### src/rtl/mc_control_if.sv
// Control-unit boundary: instruction/status inputs and datapath select/enable outputs.
// master = controller side, slave = datapath side.
interface mc_control_if #(
    parameter int ALU_OP_W = 4
);
    logic [5:0]          opcode;
    logic                zero;
    logic                mem_ready;

    logic                reg_dst;
    logic                alu_src_a;
    logic [1:0]          alu_src_b;
    logic                mem_to_reg;
    logic                iord;
    logic [1:0]          pc_src;

    logic                reg_write;
    logic                mem_read;
    logic                mem_write;
    logic                ir_write;
    logic                pc_write;

    logic [ALU_OP_W-1:0] alu_op;
    logic [3:0]          state_o;
    logic                bus_err;

    modport master (
        input  opcode, zero, mem_ready,
        output reg_dst, alu_src_a, alu_src_b, mem_to_reg, iord, pc_src,
               reg_write, mem_read, mem_write, ir_write, pc_write,
               alu_op, state_o, bus_err
    );

    modport slave (
        output opcode, zero, mem_ready,
        input  reg_dst, alu_src_a, alu_src_b, mem_to_reg, iord, pc_src,
               reg_write, mem_read, mem_write, ir_write, pc_write,
               alu_op, state_o, bus_err
    );
endinterface

### src/rtl/mc_control.sv
// Multi-cycle MIPS-style Moore control FSM; outputs decode from current state (0-cycle), state advances per clk.
// Stalls in FETCH/MEM_RD/MEM_WR until mem_ready; data accesses give up after MEM_WAIT_MAX cycles with bus_err.
// Optional ILLEGAL_TRAP_EN: unknown opcodes and bus errors park the FSM in TRAP until rst.
module mc_control #(
    parameter int ALU_OP_W     = 4,
    parameter int MEM_WAIT_MAX = 15
) (
    input  logic          clk,
    input  logic          rst,
    mc_control_if.master  bus
);

    typedef enum logic [3:0] {
        FETCH    = 4'd0,
        DECODE   = 4'd1,
        EXEC_R   = 4'd2,
        EXEC_I   = 4'd3,
        MEM_ADDR = 4'd4,
        MEM_RD   = 4'd5,
        MEM_WR   = 4'd6,
        WB_ALU   = 4'd7,
        WB_MEM   = 4'd8,
        BRANCH   = 4'd9,
        JUMP     = 4'd10
`ifdef ILLEGAL_TRAP_EN
        , TRAP   = 4'd11
`endif
    } state_t;

    localparam logic [5:0] OP_RTYPE = 6'b000000;
    localparam logic [5:0] OP_ADDI  = 6'b001000;
    localparam logic [5:0] OP_ANDI  = 6'b001100;
    localparam logic [5:0] OP_ORI   = 6'b001101;
    localparam logic [5:0] OP_XORI  = 6'b001110;
    localparam logic [5:0] OP_SLTI  = 6'b001010;
    localparam logic [5:0] OP_LUI   = 6'b001111;
    localparam logic [5:0] OP_LW    = 6'b100011;
    localparam logic [5:0] OP_SW    = 6'b101011;
    localparam logic [5:0] OP_BEQ   = 6'b000100;
    localparam logic [5:0] OP_BNE   = 6'b000101;
    localparam logic [5:0] OP_J     = 6'b000010;

    localparam logic [7:0] WAIT_LIMIT = 8'(MEM_WAIT_MAX);

    state_t     stateQ;
    state_t     stateNxt;
    logic [5:0] opLatch;
    logic [7:0] waitCnt;

    logic       inDataMem;
    logic       timeout;

    logic       regDst;
    logic       srcA;
    logic [1:0] srcB;
    logic       memToReg;
    logic       iorD;
    logic [1:0] pcSrc;
    logic       regWr;
    logic       memRd;
    logic       memWr;
    logic       irWr;
    logic       pcWr;
    logic [3:0] aluCode;
    logic       busErr;

    // Instruction fetch may stall indefinitely; only data accesses are bounded.
    assign inDataMem = (stateQ == MEM_RD) || (stateQ == MEM_WR);
    assign timeout   = inDataMem && !bus.mem_ready && (waitCnt == WAIT_LIMIT);

    function automatic logic [3:0] immAluCode(input logic [5:0] op);
        logic [3:0] code;
        code = 4'b0000;
        case (op)
            OP_ADDI: code = 4'b0101;
            OP_ANDI: code = 4'b0001;
            OP_ORI:  code = 4'b0010;
            OP_XORI: code = 4'b0011;
            OP_SLTI: code = 4'b1011;
            OP_LUI:  code = 4'b1010;
            default: code = 4'b0000;
        endcase
        return code;
    endfunction

    always_ff @(posedge clk) begin
        if (rst) begin
            stateQ  <= FETCH;
            opLatch <= 6'd0;
            waitCnt <= 8'd0;
        end else begin
            stateQ <= stateNxt;
            if (stateQ == DECODE) begin
                opLatch <= bus.opcode;
            end
            // Outside MEM_RD/MEM_WR the counter sits at zero, so each access starts clean.
            if (inDataMem && !bus.mem_ready) begin
                waitCnt <= waitCnt + 8'd1;
            end else begin
                waitCnt <= 8'd0;
            end
        end
    end

    always_comb begin
        stateNxt = stateQ;
        regDst   = 1'b0;
        srcA     = 1'b0;
        srcB     = 2'b00;
        memToReg = 1'b0;
        iorD     = 1'b0;
        pcSrc    = 2'b00;
        regWr    = 1'b0;
        memRd    = 1'b0;
        memWr    = 1'b0;
        irWr     = 1'b0;
        pcWr     = 1'b0;
        aluCode  = 4'b0000;
        busErr   = 1'b0;

        case (stateQ)
            FETCH: begin
                memRd = 1'b1;
                srcB  = 2'b01;
                irWr  = bus.mem_ready;
                pcWr  = bus.mem_ready;
                if (bus.mem_ready) begin
                    stateNxt = DECODE;
                end
            end

            DECODE: begin
                srcB = 2'b11;
                case (bus.opcode)
                    OP_RTYPE:                                   stateNxt = EXEC_R;
                    OP_ADDI, OP_ANDI, OP_ORI, OP_XORI,
                    OP_SLTI, OP_LUI:                            stateNxt = EXEC_I;
                    OP_LW, OP_SW:                               stateNxt = MEM_ADDR;
                    OP_BEQ, OP_BNE:                             stateNxt = BRANCH;
                    OP_J:                                       stateNxt = JUMP;
`ifdef ILLEGAL_TRAP_EN
                    default:                                    stateNxt = TRAP;
`else
                    default:                                    stateNxt = FETCH;
`endif
                endcase
            end

            EXEC_R: begin
                srcA     = 1'b1;
                aluCode  = 4'b1000;
                stateNxt = WB_ALU;
            end

            EXEC_I: begin
                srcA     = 1'b1;
                srcB     = 2'b10;
                aluCode  = immAluCode(opLatch);
                stateNxt = WB_ALU;
            end

            MEM_ADDR: begin
                srcA     = 1'b1;
                srcB     = 2'b10;
                stateNxt = (opLatch == OP_LW) ? MEM_RD : MEM_WR;
            end

            MEM_RD, MEM_WR: begin
                iorD   = 1'b1;
                memRd  = (stateQ == MEM_RD) && !timeout;
                memWr  = (stateQ == MEM_WR) && !timeout;
                busErr = timeout;
                if (bus.mem_ready) begin
                    stateNxt = (stateQ == MEM_RD) ? WB_MEM : FETCH;
                end else if (timeout) begin
`ifdef ILLEGAL_TRAP_EN
                    stateNxt = TRAP;
`else
                    stateNxt = FETCH;
`endif
                end
            end

            WB_ALU: begin
                regWr    = 1'b1;
                regDst   = (opLatch == OP_RTYPE);
                stateNxt = FETCH;
            end

            WB_MEM: begin
                regWr    = 1'b1;
                memToReg = 1'b1;
                stateNxt = FETCH;
            end

            BRANCH: begin
                srcA     = 1'b1;
                aluCode  = 4'b0110;
                pcSrc    = 2'b01;
                pcWr     = (opLatch == OP_BEQ) ? bus.zero : !bus.zero;
                stateNxt = FETCH;
            end

            JUMP: begin
                pcSrc    = 2'b10;
                pcWr     = 1'b1;
                stateNxt = FETCH;
            end

`ifdef ILLEGAL_TRAP_EN
            TRAP: begin
                aluCode  = 4'b1111;
                stateNxt = TRAP;
            end
`endif

            default: begin
                stateNxt = FETCH;
            end
        endcase
    end

    assign bus.reg_dst    = regDst;
    assign bus.alu_src_a  = srcA;
    assign bus.alu_src_b  = srcB;
    assign bus.mem_to_reg = memToReg;
    assign bus.iord       = iorD;
    assign bus.pc_src     = pcSrc;
    assign bus.reg_write  = regWr;
    assign bus.mem_read   = memRd;
    assign bus.mem_write  = memWr;
    assign bus.ir_write   = irWr;
    assign bus.pc_write   = pcWr;
    assign bus.alu_op     = ALU_OP_W'(aluCode);
    assign bus.state_o    = stateQ;
    assign bus.bus_err    = busErr;

endmodule

### src/flat_wrapper.sv
// flat-port wrapper written by rule: the top's interface ports become plain ports
module mc_control_flat 
#(
    parameter int ALU_OP_W     = 4,
    parameter int MEM_WAIT_MAX = 15
)
  (clk, rst, bus_opcode, bus_zero, bus_mem_ready, bus_reg_dst, bus_alu_src_a, bus_alu_src_b, bus_mem_to_reg, bus_iord, bus_pc_src, bus_reg_write, bus_mem_read, bus_mem_write, bus_ir_write, bus_pc_write, bus_alu_op, bus_state_o, bus_bus_err);
  mc_control_if #(.ALU_OP_W(ALU_OP_W)) bus_i ();
  input  logic clk;
  input  logic rst;
  input wire logic [$bits(bus_i.opcode)-1:0] bus_opcode;
  input wire logic [$bits(bus_i.zero)-1:0] bus_zero;
  input wire logic [$bits(bus_i.mem_ready)-1:0] bus_mem_ready;
  output wire logic [$bits(bus_i.reg_dst)-1:0] bus_reg_dst;
  output wire logic [$bits(bus_i.alu_src_a)-1:0] bus_alu_src_a;
  output wire logic [$bits(bus_i.alu_src_b)-1:0] bus_alu_src_b;
  output wire logic [$bits(bus_i.mem_to_reg)-1:0] bus_mem_to_reg;
  output wire logic [$bits(bus_i.iord)-1:0] bus_iord;
  output wire logic [$bits(bus_i.pc_src)-1:0] bus_pc_src;
  output wire logic [$bits(bus_i.reg_write)-1:0] bus_reg_write;
  output wire logic [$bits(bus_i.mem_read)-1:0] bus_mem_read;
  output wire logic [$bits(bus_i.mem_write)-1:0] bus_mem_write;
  output wire logic [$bits(bus_i.ir_write)-1:0] bus_ir_write;
  output wire logic [$bits(bus_i.pc_write)-1:0] bus_pc_write;
  output wire logic [$bits(bus_i.alu_op)-1:0] bus_alu_op;
  output wire logic [$bits(bus_i.state_o)-1:0] bus_state_o;
  output wire logic [$bits(bus_i.bus_err)-1:0] bus_bus_err;
  assign bus_i.opcode = bus_opcode;
  assign bus_i.zero = bus_zero;
  assign bus_i.mem_ready = bus_mem_ready;
  assign bus_reg_dst = bus_i.reg_dst;
  assign bus_alu_src_a = bus_i.alu_src_a;
  assign bus_alu_src_b = bus_i.alu_src_b;
  assign bus_mem_to_reg = bus_i.mem_to_reg;
  assign bus_iord = bus_i.iord;
  assign bus_pc_src = bus_i.pc_src;
  assign bus_reg_write = bus_i.reg_write;
  assign bus_mem_read = bus_i.mem_read;
  assign bus_mem_write = bus_i.mem_write;
  assign bus_ir_write = bus_i.ir_write;
  assign bus_pc_write = bus_i.pc_write;
  assign bus_alu_op = bus_i.alu_op;
  assign bus_state_o = bus_i.state_o;
  assign bus_bus_err = bus_i.bus_err;
  mc_control #(.ALU_OP_W(ALU_OP_W), .MEM_WAIT_MAX(MEM_WAIT_MAX)) u_core (.clk(clk), .rst(rst), .bus(bus_i));
endmodule
### config.mk
export PLATFORM = sky130hd
export DESIGN_NAME = mc_control_flat
export DESIGN_NICKNAME = d
export VERILOG_FILES = /design/src/rtl/mc_control_if.sv /design/src/rtl/mc_control.sv /design/src/flat_wrapper.sv
export SDC_FILE = /design/constraint.sdc
export NUM_CORES = 1
export LEC_CHECK = 0
export BUFFER_PORTS_ARGS = -buffer_cell sky130_fd_sc_hd__clkbuf_2
export CORE_MARGIN = 1.5
export CORE_UTILIZATION = 46
export DETAILED_ROUTE_END_ITERATION = 7
export PLACE_DENSITY = 0.74
export SYNTH_ARGS = -nofsm -noshare
export SYNTH_HDL_FRONTEND = slang
export SYNTH_SLANG_ARGS = --single-unit
### constraint.sdc
create_clock -name clk -period 1.5 [get_ports clk]
set_clock_uncertainty 0.15 [all_clocks]
set_input_delay 0.3 -clock clk [delete_from_list [all_inputs] [get_ports clk]]
set_output_delay 0.3 -clock clk [all_outputs]
set_load 0.1 [all_outputs]
==> qor.txt, run 1 <==
Status: stopped before the end
DP HPWL: 4830 um
Cells after synthesis: 147
Asr flop ratio synth: 0%
Tool error message: [ERROR DPL-0033] detailed placement checks failed during check placement.
Die height: 52.8 um
Row count: 17
Last stage: detailed placement (3_5_place_dp)
Initial core utilization: 50.2%
Chip width: 52.8 um
Syn_nets: 158
Routability cong.: 0.894
Post-synth EDFFs: 0
Syn Area/Cell: 7.77 sq um
Most used flip-flop cell after synthesis: dfxtp_1
IO Pins: 32
Sequential element share of the synthesized area: 31.5%
Post-synth cell types: 42
Synth Cell Area: 1140 sq um
YS warnings: 0
FF+latch count, synth: 18
I/O Buffers: 31
-- Yosys cell counts (all sizes together) (5+ instances only) --
| cell type | count | area (sq um) |
|---|---|---|
| nor2 | 26 | 97.6 |
| dfxtp | 18 | 360 |
| nand2 | 8 | 30.0 |
| nand3 | 8 | 40.0 |
| nor3 | 8 | 40.0 |
| nand2b | 7 | 43.8 |
| a21oi | 6 | 30.0 |
| mux2i | 6 | 60.1 |
| xor2 | 5 | 43.8 |
-- metrics by stage --
stage	worst slack, ns	instance area (sq um)	hold WS (ns)
after floorplan	-1.46	1490	0.263
after global placement	-0.464	2260	0.348
-- logic make-up after synthesis --
family | synth area share (%)
multiplexers | 5.26
AO/OA/AOI/OAI | 14.6
flip-flops | 31.5
AND/OR/NAND/NOR | 36.8
adder cells (fa/ha/maj) | 1.10
buffers and inverters | 4.60
XOR/XNOR | 6.13
==> run 2, diff against run 1 <==
--- a/config.mk
+++ b/config.mk
@@ -6,10 +6,10 @@
 export NUM_CORES = 1
 export LEC_CHECK = 0
 export BUFFER_PORTS_ARGS = -buffer_cell sky130_fd_sc_hd__clkbuf_2
-export CORE_MARGIN = 1.5
-export CORE_UTILIZATION = 46
+export CORE_AREA = 2 2 63 65
 export DETAILED_ROUTE_END_ITERATION = 7
-export PLACE_DENSITY = 0.74
+export DIE_AREA = 0 0 65 67
+export PLACE_DENSITY_LB_ADDON = 0.15
 export SYNTH_ARGS = -nofsm -noshare
 export SYNTH_HDL_FRONTEND = slang
 export SYNTH_SLANG_ARGS = --single-unit
==> constraint.sdc (replaced) <==
create_clock -name clk -period 1.95 [get_ports clk]
set_clock_uncertainty 0.15 [all_clocks]
set_input_delay 0.39 -clock clk [delete_from_list [all_inputs] [get_ports clk]]
set_output_delay 0.39 -clock clk [all_outputs]
set_load 0.1 [all_outputs]
==> qor.txt, run 2 <==
Multi-input logic area: 1090 sq um
Synth Cell Area: 1140 sq um (unchanged)
Clock buffer depth: 2
Routed wire length: 4140 um
PnR worst setup slack: -0.456 ns
Post-synth cell types: 42 (unchanged)
Storage element area: 385 sq um
Syn Area/Cell: 7.77 sq um (unchanged)
Post-synth EDFFs: 0 (unchanged)
CTS sink cnt: 18
Antenna viol nets, final: 0
Largest net degree at the start of global routing: 12
Drt drc: 0
CTS Hold Bufs: 0
Highest-count cells in the layout ignoring fill and taps: buf_4 (38), nor2_1 (20), buf_12 (20)
Logic pwr share: 66.4%
Switch share: 47.1%
Flop pwr share: 21.2%
Ratio of cells with drive above 1 in the final layout: 61.7%
Rel. slew slack: 64.0%
RSZ-0062 raised after global routing: yes
Drt first-iter violations: 41
Synth top area cells: dfxtp_1 (32%), nor2_1 (8.5%), mux2i_1 (5.3%), nand2b_1 (3.8%), xor2_1 (3.8%)
Asr flop ratio synth: 0% (unchanged)
Die area: 4360 sq um
Row count: 22 (+5)
FF+latch count, synth: 18 (unchanged)
NetSw: 1.00 mW
Clock latency on the worst-skew pair: 0.25 ns
Initial core utilization: 31.7% (-19 points)
Routability cong.: 0.789 (-12%)
Largest area contributor in the netlist: dfxtp_1
Pwr Total: 2.13 mW
Slowest cell on the critical path: or4_4
Violated checks: negative setup slack
Count leader, synth: nor2_1
Kind of critical path: flop to output port
Max FFs per register: 8
CTS Buf Count: 3
Clk pwr share: 12.3%
Final hold slack: 0.275 ns
Most used flip-flop cell after synthesis: dfxtp_1
H-tree Lvls: 1
Slew Viols, Final: 0
Synth top area share: 31.5% (unchanged)
Worst-path clk slew: 0.07 ns
Final-report hold violation count: 0
First-pass GRT wire length: 6700 um
CP endpoint kind: output port
Power per cell area: 863 nW/um^2
Initial antenna violation count: 0
Vias: 1382
Biggest register: u_core.waitCnt
Most common cell after layout, fill and taps aside: buf_4
Hold crit path type: primary input to flop
Sequential element share of the synthesized area: 31.5% (unchanged)
Max cap viols: 0
Pint: 1.13 mW
Vias per cell: 5.12
Crit Path Max Fanout: 3
VDD IR max: 706 uV
Die height: 67 um (+27%)
Pre-CTS setup slack: -0.214 ns
Total track usage: 19.7%
# diodes: 0
WP data required: 1.41 ns
P&R area growth vs syn: 116%
Arr. time, crit path: 1.87 ns
Setup Viol. Count Final: 14
Measured slew at the worst slew-check pin: 0.542 ns
Core box area: 3610 sq um
Period utilization: 123%
YS warnings: 0 (unchanged)
IO Pins: 32 (unchanged)
Cells after synthesis: 147 (unchanged)
R2r setup slk: 0.12 ns
Clock root buffer: clkbuf_8
Avg WL per Cell: 15.3 um
I/O Buffers: 31 (unchanged)
CTS tree: yes
DP HPWL: 2870 um (-40%)
Synth top cells by count: nor2_1 (26), dfxtp_1 (18), nand2_1 (8), nand3_1 (8), nor3_1 (8)
Syn_nets: 158 (unchanged)
Fillers: 268
Leakage: 0.985 nW
Status: finished with violations
Chip width: 65 um (+23%)
GRT overflow: 0
Iteration count of the initial detailed-routing pass: 4
Max Fclk: 416 MHz
Tmin final: 2.41 ns
CP cell instances: or4_4 -> o21ai_2 -> nand4b_1 -> a21oi_4 -> buf_12
Layout Nets: 234
Dpl cells: 251
Crit start category: flop
Post-Layout Cell Count: 270
Vias in the first global route: 1402
Largest stage delay on the critical path: 0.55 ns
## run 2: metrics by stage
stage / TNS (ns) / cell area [sq um] / utilization, %
global route: -3.59 / 2470 / 68.5
detailed placement: -0.344 / 2110 / 58.6
finish: -2.71 / 2470 / 68.5
floorplan: -7.12 / 1470 / -
global placement: -0.202 / 2110 / 58.6
CTS: -2.30 / 2380 / 66.1
## run 2: repair_timing
action | 4_1_cts | 5_1_grt
endpoints found under the setup margin | 15 | 17
setup buffers | 11 | 4
gates resized for setup | 37 | 8
pin swaps | 13 | 8
gates cloned | 0 | 0
## run 2: area by class of cell
cell class | instances | area share [%]
Multi-Input combinational cell | 117 | 44.1
Clock buffer | 4 | 1.82
Timing Repair Buffer | 79 | 35.0
Sequential cell | 18 | 15.6
Inverter | 4 | 1.06
Tap cell | 48 | 2.43
## run 2: cell families after synthesis
| group | synth area share [%] |
|---|---|
| simple gates | 36.8 |
| buf+inv | 4.60 |
| xor+xnor | 6.13 |
| compound gates | 14.6 |
| flops | 31.5 |
| fa+ha+maj | 1.10 |
| mux | 5.26 |
## run 2: metal layers
| layer | vias up | wire length [um] | track usage (%) |
|---|---|---|---|
| li1 | 682 | - | - |
| met1 | 650 | 1670 | 23.4 |
| met2 | 38 | 2240 | 36.6 |
| met3 | 12 | 131 | 2.36 |
| met4 | 0 | 109 | 6.65 |
| met5 | - | 0 | 0 |
## run 2: critical path, delay by kind of cell, from the launching register on
family	cells	cell delay, ns
buffers and inverters	1	0.19
AND/OR/NAND/NOR	2	0.74
AO/OA/AOI/OAI	2	0.36
flip-flops	1	0.32
## run 2: power groups by stage
stage | logic (mW) | registers [mW] | clock network, mW
finish | 1.42 | 0.452 | 0.263
global route | 1.48 | 0.456 | 0.285
CTS | 1.35 | 0.448 | 0.269
detailed placement | 1.24 | 0.458 | 0
global placement | 1.22 | 0.456 | 0
floorplan | 0.785 | 0.536 | 0
## run 2: final timing paths
path                                            start                     to  depth (start not counted)
worst max-delay path                u_core.opLatch[5]           bus_pc_write                          5
worst min-delay path                              rst  u_core.bus.state_o[3]                          2
worst max register to register  u_core.bus.state_o[0]      u_core.opLatch[3]                          8
worst min register to register      u_core.opLatch[2]      u_core.opLatch[2]                          2
Power figures use the tool's default switching activity.
==> run 3, diff against run 2 <==
--- a/config.mk
+++ b/config.mk
@@ -9,6 +9,7 @@
 export CORE_AREA = 2 2 63 65
 export DETAILED_ROUTE_END_ITERATION = 7
 export DIE_AREA = 0 0 65 67
+export HOLD_SLACK_MARGIN = 0.1
 export PLACE_DENSITY_LB_ADDON = 0.15
 export SYNTH_ARGS = -nofsm -noshare
 export SYNTH_HDL_FRONTEND = slang
==> constraint.sdc (replaced) <==
create_clock -name clk -period 1.95 [get_ports clk]
set_clock_uncertainty 0.15 [all_clocks]
set_input_delay 0 -clock clk [delete_from_list [all_inputs] [get_ports clk]]
set_output_delay 0 -clock clk [all_outputs]
set_load 0.1 [all_outputs]
==> qor.txt, run 3 (synthesis results as in run 2) <==
DP HPWL: 2300 um (-20%)
Hold path cells: 1 (-1)
First-pass GRT wire length: 5090 um (-24%)
Crit start category: flop
RSZ-0062 raised after global routing: yes
Max Fclk: 515 MHz (+24%)
Storage element area: 380 sq um (-1.3%)
Ratio of cells with drive above 1 in the final layout: 44.5% (-17 points)
Flop pwr share: 26.6% (+5.4 points)
Leakage: 0.744 nW (-24%)
Reg2reg start: u_core.bus.state_o[3]
Vias in the first global route: 1113 (-21%)
NetSw: 0.890 mW (-11%)
Die height: 67 um (unchanged)
Tmin final: 1.94 ns (-0.465 ns)
Hold Path Origin: u_core.waitCnt[0]
Post-Layout Cell Count: 239 (-11%)
Row count: 22 (unchanged)
Power per cell area: 934 nW/um^2 (+8.2%)
Hold crit path type: flop to flop
Highest-count cells in the layout ignoring fill and taps: nor2_1 (22), clkbuf_2 (17), buf_4 (11)
CTS Buf Count: 3 (unchanged)
Clock root buffer: clkbuf_8
WP data required: 1.80 ns (+0.39 ns)
Min-Delay Endpoint: u_core.waitCnt[0]
Routed wire length: 3030 um (-27%)
Drt drc: 0 (unchanged)
CP endpoint kind: output port
I/O Buffers: 31 (unchanged)
Pint: 0.933 mW (-17%)
VDD IR max: 389 uV (-45%)
Clock latency on the worst-skew pair: 0.25 ns (about the same)
Rel. slew slack: 63.9% (-0.066 points)
Kind of critical path: flop to output port
R2r setup slk: 0.35 ns (+0.23 ns)
H-tree Lvls: 1 (unchanged)
GRT overflow: 0 (unchanged)
Die area: 4360 sq um (unchanged)
Vias: 1194 (-14%)
Logic pwr share: 56.9% (-9.5 points)
PnR worst setup slack: 0.00835 ns (+0.465 ns)
Initial core utilization: 31.7% (unchanged)
IO Pins: 32 (unchanged)
Routability cong.: 0.803 (+1.8%)
Drt first-iter violations: 61 (+49%)
Core box area: 3610 sq um (unchanged)
Status: completed
Final-report hold violation count: 0 (unchanged)
Crit Path Max Fanout: 3 (unchanged)
Final hold slack: 0.268 ns (-0.00676 ns)
Pre-CTS setup slack: 0.186 ns (+0.400 ns)
R2r endpoint: u_core.bus.state_o[1]
Vias per cell: 5.00 (-2.4%)
Chip width: 65 um (unchanged)
Fillers: 330 (+23%)
Iteration count of the initial detailed-routing pass: 4 (unchanged)
Period utilization: 99.6% (-24 points)
Biggest register: u_core.waitCnt
Total track usage: 15.0% (-4.7 points)
Met1 WL: 1460 um (-12%)
Fin util: 54.1% (-14 points)
Arr. time, crit path: 1.79 ns (-0.08 ns)
Largest net degree at the start of global routing: 21 (+9)
Initial antenna violation count: 0 (unchanged)
Avg WL per Cell: 12.7 um (-17%)
Layout Nets: 203 (-13%)
Multi-input logic area: 963 sq um (-11%)
Setup Viol. Count Final: 0 (-14)
Clk pwr share: 16.5% (+4.2 points)
Max cap viols: 0 (unchanged)
Slew Viols, Final: 0 (unchanged)
Measured slew at the worst slew-check pin: 0.543 ns (+0.000987 ns)
Worst-path clk slew: 0.07 ns (about the same)
DR WL met3: 95 um (-27%)
Dpl cells: 222 (-12%)
Switch share: 48.8% (+1.7 points)
Most common cell after layout, fill and taps aside: nor2_1
P&R area growth vs syn: 70.9%
TNS Setup: 0 ns (+2.71 ns)
R2R depth: 4 (-4)
# diodes: 0 (unchanged)
Max FFs per register: 8 (unchanged)
Clock buffer depth: 2 (unchanged)
DR top layer: met4
Met2 wire len: 1450 um (-35%)
Antenna viol nets, final: 0 (unchanged)
CTS tree: yes
CTS sink cnt: 18 (unchanged)
run 3: worst max-delay path by stage:
stage / start / end / slack (ns) / cells after the start
2_1_floorplan: u_core.bus.state_o[1] / bus_mem_write / -0.71 / 5
3_3_place_gp: u_core.opLatch[5] / bus_pc_write / 0.19 / 5
3_5_place_dp: u_core.opLatch[5] / bus_pc_write / 0.19 / 5
4_1_cts: u_core.opLatch[4] / bus_pc_write / 0.003 / 5
5_1_grt: u_core.opLatch[0] / bus_pc_write / -0.06 / 5
6_report: u_core.opLatch[0] / bus_pc_write / 0.008 / 5
run 3: timing repair:
action / 4_1_cts / 5_1_grt
gates resized for setup: 7 / 7
endpoints found under the hold margin: 10 / 0
hold buffers: 8 / 0
pin swaps: 2 / 3
buffers inserted: 1 / 4
setup endpoints to repair: 4 / 4
run 3: final cells by class:
class,instances,area share (%)
tap,48,3.08
multi-input combinational,117,49.4
clock buffer,4,2.82
sequential,18,19.5
timing repair buffer,48,24.3
inverter,4,0.962
run 3: power by group through the flow:
stage	Sequential, mW	Combinational (mW)	Clock, mW
floorplan	0.535	0.753	0
global placement	0.503	0.985	0
detailed placement	0.505	0.988	0
CTS	0.497	1.02	0.309
global route	0.494	1.09	0.326
finish	0.485	1.04	0.300
run 3: routing by layer:
metal | vias to the layer above | global-route usage (%)
met2 | 23 | 26.0
met1 | 552 | 18.9
met5 | - | 0
li1 | 617 | -
met4 | 0 | 5.59
met3 | 2 | 2.03
run 3: metrics by stage:
stage                     total power [mW]  area [sq um]
after detailed placement              1.49          1730
after floorplan                       1.29          1420
after global placement                1.49          1730
after global routing                  1.91          1950
after CTS                             1.83          1900
final                                 1.82          1950
run 3: critical path, cell delays in order, from the launching register on:
cell and delay, ns:
dfxtp_2 0.32, or4_4 0.54, o21ai_1 0.14, nand4b_1 0.16, a21oi_4 0.18, buf_12 0.19
==> run 4, diff against run 3 <==
--- a/config.mk
+++ b/config.mk
@@ -11,6 +11,7 @@
 export DIE_AREA = 0 0 65 67
 export HOLD_SLACK_MARGIN = 0.1
 export PLACE_DENSITY_LB_ADDON = 0.15
+export SLEW_MARGIN = 15
 export SYNTH_ARGS = -nofsm -noshare
 export SYNTH_HDL_FRONTEND = slang
 export SYNTH_SLANG_ARGS = --single-unit
==> constraint.sdc (replaced) <==
create_clock -name clk -period 1.95 [get_ports clk]
set_clock_uncertainty 0.15 [all_clocks]
set_input_delay 0.195 -clock clk [delete_from_list [all_inputs] [get_ports clk]]
set_output_delay 0.195 -clock clk [all_outputs]
set_load 0.1 [all_outputs]
==> qor.txt, run 4 (synthesis results as in run 2) <==
DP HPWL: 2470 um (+7.8%)
Rel. slew slack: 63.9% (about the same)
Iteration count of the initial detailed-routing pass: 4 (unchanged)
Drt drc: 0 (unchanged)
Violated checks: negative setup slack
First-pass GRT wire length: 5470 um (+7.4%)
Status: finished with violations
CTS tree: yes
RSZ-0062 raised after global routing: yes
Vias per cell: 5.06 (+1.3%)
Clk pwr share: 15.3% (-1.2 points)
Max Fclk: 469 MHz (-8.9%)
R2r setup slk: 0.12 ns (-0.23 ns)
Reg2reg start: u_core.bus.state_o[1]
Routing usage on met2: 28.4% (+2.3 points)
Layout Nets: 218 (+7.4%)
Met1 Track Usage GR: 19.9% (+1.1 points)
Routed wire length: 3410 um (+12%)
R2R depth: 8 (+4)
GRT Max-Usage Layer: met2
Total track usage: 16.2% (+1.2 points)
Final-report hold violation count: 0 (unchanged)
Row count: 22 (unchanged)
P&R area growth vs syn: 98.5%
Slew Viols, Final: 0 (unchanged)
GRT overflow: 0 (unchanged)
Logic pwr share: 61.3% (+4.4 points)
Dpl cells: 228 (+2.7%)
CP endpoint kind: output port
Leakage: 0.866 nW (+16%)
Chip width: 65 um (unchanged)
Arr. time, crit path: 1.79 ns (about the same)
Biggest register: u_core.waitCnt
Ratio of cells with drive above 1 in the final layout: 54.9% (+10 points)
Period utilization: 109% (+9.7 points)
Clock latency on the worst-skew pair: 0.25 ns (about the same)
Die height: 67 um (unchanged)
CP top delay family: simple AND/OR/NAND/NOR gates
Drt first-iter violations: 22 (-64%)
Tmin final: 2.13 ns (+0.190 ns)
I/O Buffers: 31 (unchanged)
Clock root buffer: clkbuf_8
Pwr Total: 1.99 mW (+8.9%)
Worst-path clk slew: 0.07 ns (about the same)
Vias in the first global route: 1180 (+6.0%)
Crit Path Max Fanout: 3 (unchanged)
Critical path endpoint: bus_pc_write
Max FFs per register: 8 (unchanged)
Largest net degree at the start of global routing: 21 (unchanged)
Met3 global-route usage: 1.18% (-0.84 points)
Setup Viol. Count Final: 5 (+5)
TNS Setup: -0.482 ns (-0.482 ns)
Fillers: 290 (-12%)
CTS Buf Count: 3 (unchanged)
Vias: 1286 (+7.7%)
Antenna viol nets, final: 0 (unchanged)
Initial core utilization: 31.7% (unchanged)
Pre-CTS setup slack: 0.0463 ns (-0.140 ns)
Measured slew at the worst slew-check pin: 0.543 ns (+0.000231 ns)
Initial antenna violation count: 0 (unchanged)
Clock buffer depth: 2 (unchanged)
H-tree Lvls: 1 (unchanged)
Flop pwr share: 23.4% (-3.2 points)
Highest-count cells in the layout ignoring fill and taps: nor2_1 (22), buf_4 (22), buf_12 (19)
Avg WL per Cell: 13.4 um (+5.7%)
Switch share: 47.5% (-1.3 points)
Pint: 1.04 mW (+12%)
Power per cell area: 876 nW/um^2 (-6.2%)
Largest stage delay on the critical path: 0.53 ns (about the same)
Routability cong.: 0.793 (-1.2%)
CTS sink cnt: 18 (unchanged)
IO Pins: 32 (unchanged)
Crit path buf inv count: 1 (unchanged)
Core box area: 3610 sq um (unchanged)
# diodes: 0 (unchanged)
CP cell instances: or4_4 -> o21ai_1 -> nand4b_1 -> a21oi_4 -> buf_12
PnR worst setup slack: -0.181 ns (-0.190 ns)
Final hold slack: 0.104 ns (-0.164 ns)
Die area: 4360 sq um (unchanged)
Crit path depth: 5 (unchanged)
R2r endpoint: u_core.bus.state_o[1]
NetSw: 0.943 mW (+6.0%)
Kind of critical path: flop to output port
Crit path launch: u_core.opLatch[5]
WP data required: 1.60 ns (-0.20 ns)
Hold crit path type: primary input to flop
Post-Layout Cell Count: 254 (+6.3%)
VDD IR max: 495 uV (+27%)
Crit start category: flop
Max cap viols: 0 (unchanged)
Slowest cell on the critical path: or4_4
## run 4: changes by cell type in the layout (fill, tap and decap cells not counted), sizes merged
cell         previous run  this run
dlygate4sd3             8         4
buf                    23        46
clkbuf                 21        17
## run 4: worst min-delay path by stage
stage	from	end	slack, ns	cells past startpoint
after floorplan	bus_mem_ready	u_core.bus.state_o[3]	0.18	2
after global placement	u_core.waitCnt[0]	u_core.waitCnt[0]	0.27	1
after detailed placement	u_core.waitCnt[0]	u_core.waitCnt[0]	0.28	1
after CTS	bus_opcode[3]	u_core.opLatch[3]	0.10	3
after global routing	bus_opcode[3]	u_core.opLatch[3]	0.12	3
final	bus_opcode[3]	u_core.opLatch[3]	0.10	3
## run 4: final cells by class
class / instances / area (sq um) / area share, %
clock buffers: 4 / 55.1 / 2.43
inverters: 4 / 21.3 / 0.938
multi-input cells: 117 / 1030 / 45.5
flip-flops and latches: 18 / 392 / 17.3
well taps: 48 / 60.1 / 2.65
repair buffers: 63 / 707 / 31.2
## run 4: timing repair
| item | CTS | global route |
|---|---|---|
| pin swaps | 8 | 7 |
| hold buffers | 4 | 0 |
| endpoints found under the hold margin | 7 | 0 |
| gates resized for setup | 18 | 9 |
| setup buffers | 12 | 6 |
| setup endpoints to repair | 9 | 14 |
## run 4: per-layer routing
layer | vias to the layer above | wire length, um
li1 | 649 | -
met3 | 5 | 132
met5 | - | 0
met2 | 33 | 1730
met1 | 599 | 1490
met4 | 0 | 60
## run 4: power groups by stage
stage | Combinational [mW] | Clock, mW | Sequential, mW
after floorplan | 0.777 | 0 | 0.536
after global placement | 1.10 | 0 | 0.488
after detailed placement | 1.11 | 0 | 0.490
after CTS | 1.19 | 0.310 | 0.463
after global routing | 1.28 | 0.319 | 0.472
final | 1.22 | 0.303 | 0.465
## run 4: stage by stage
stage	util (%)	instance area [sq um]
floorplan	-	1460
global placement	52.8	1900
detailed placement	52.8	1900
CTS	60.2	2170
global route	62.9	2270
finish	62.9	2270
## run 4: worst reg2reg max path: cells and delay by family, from the launching register on
kind / cells / cell delay (ns)
AND/OR/NAND/NOR: 1 / 0.37
AO/OA/AOI/OAI: 3 / 0.36
flip-flops: 1 / 0.38
buffers and inverters: 4 / 0.50
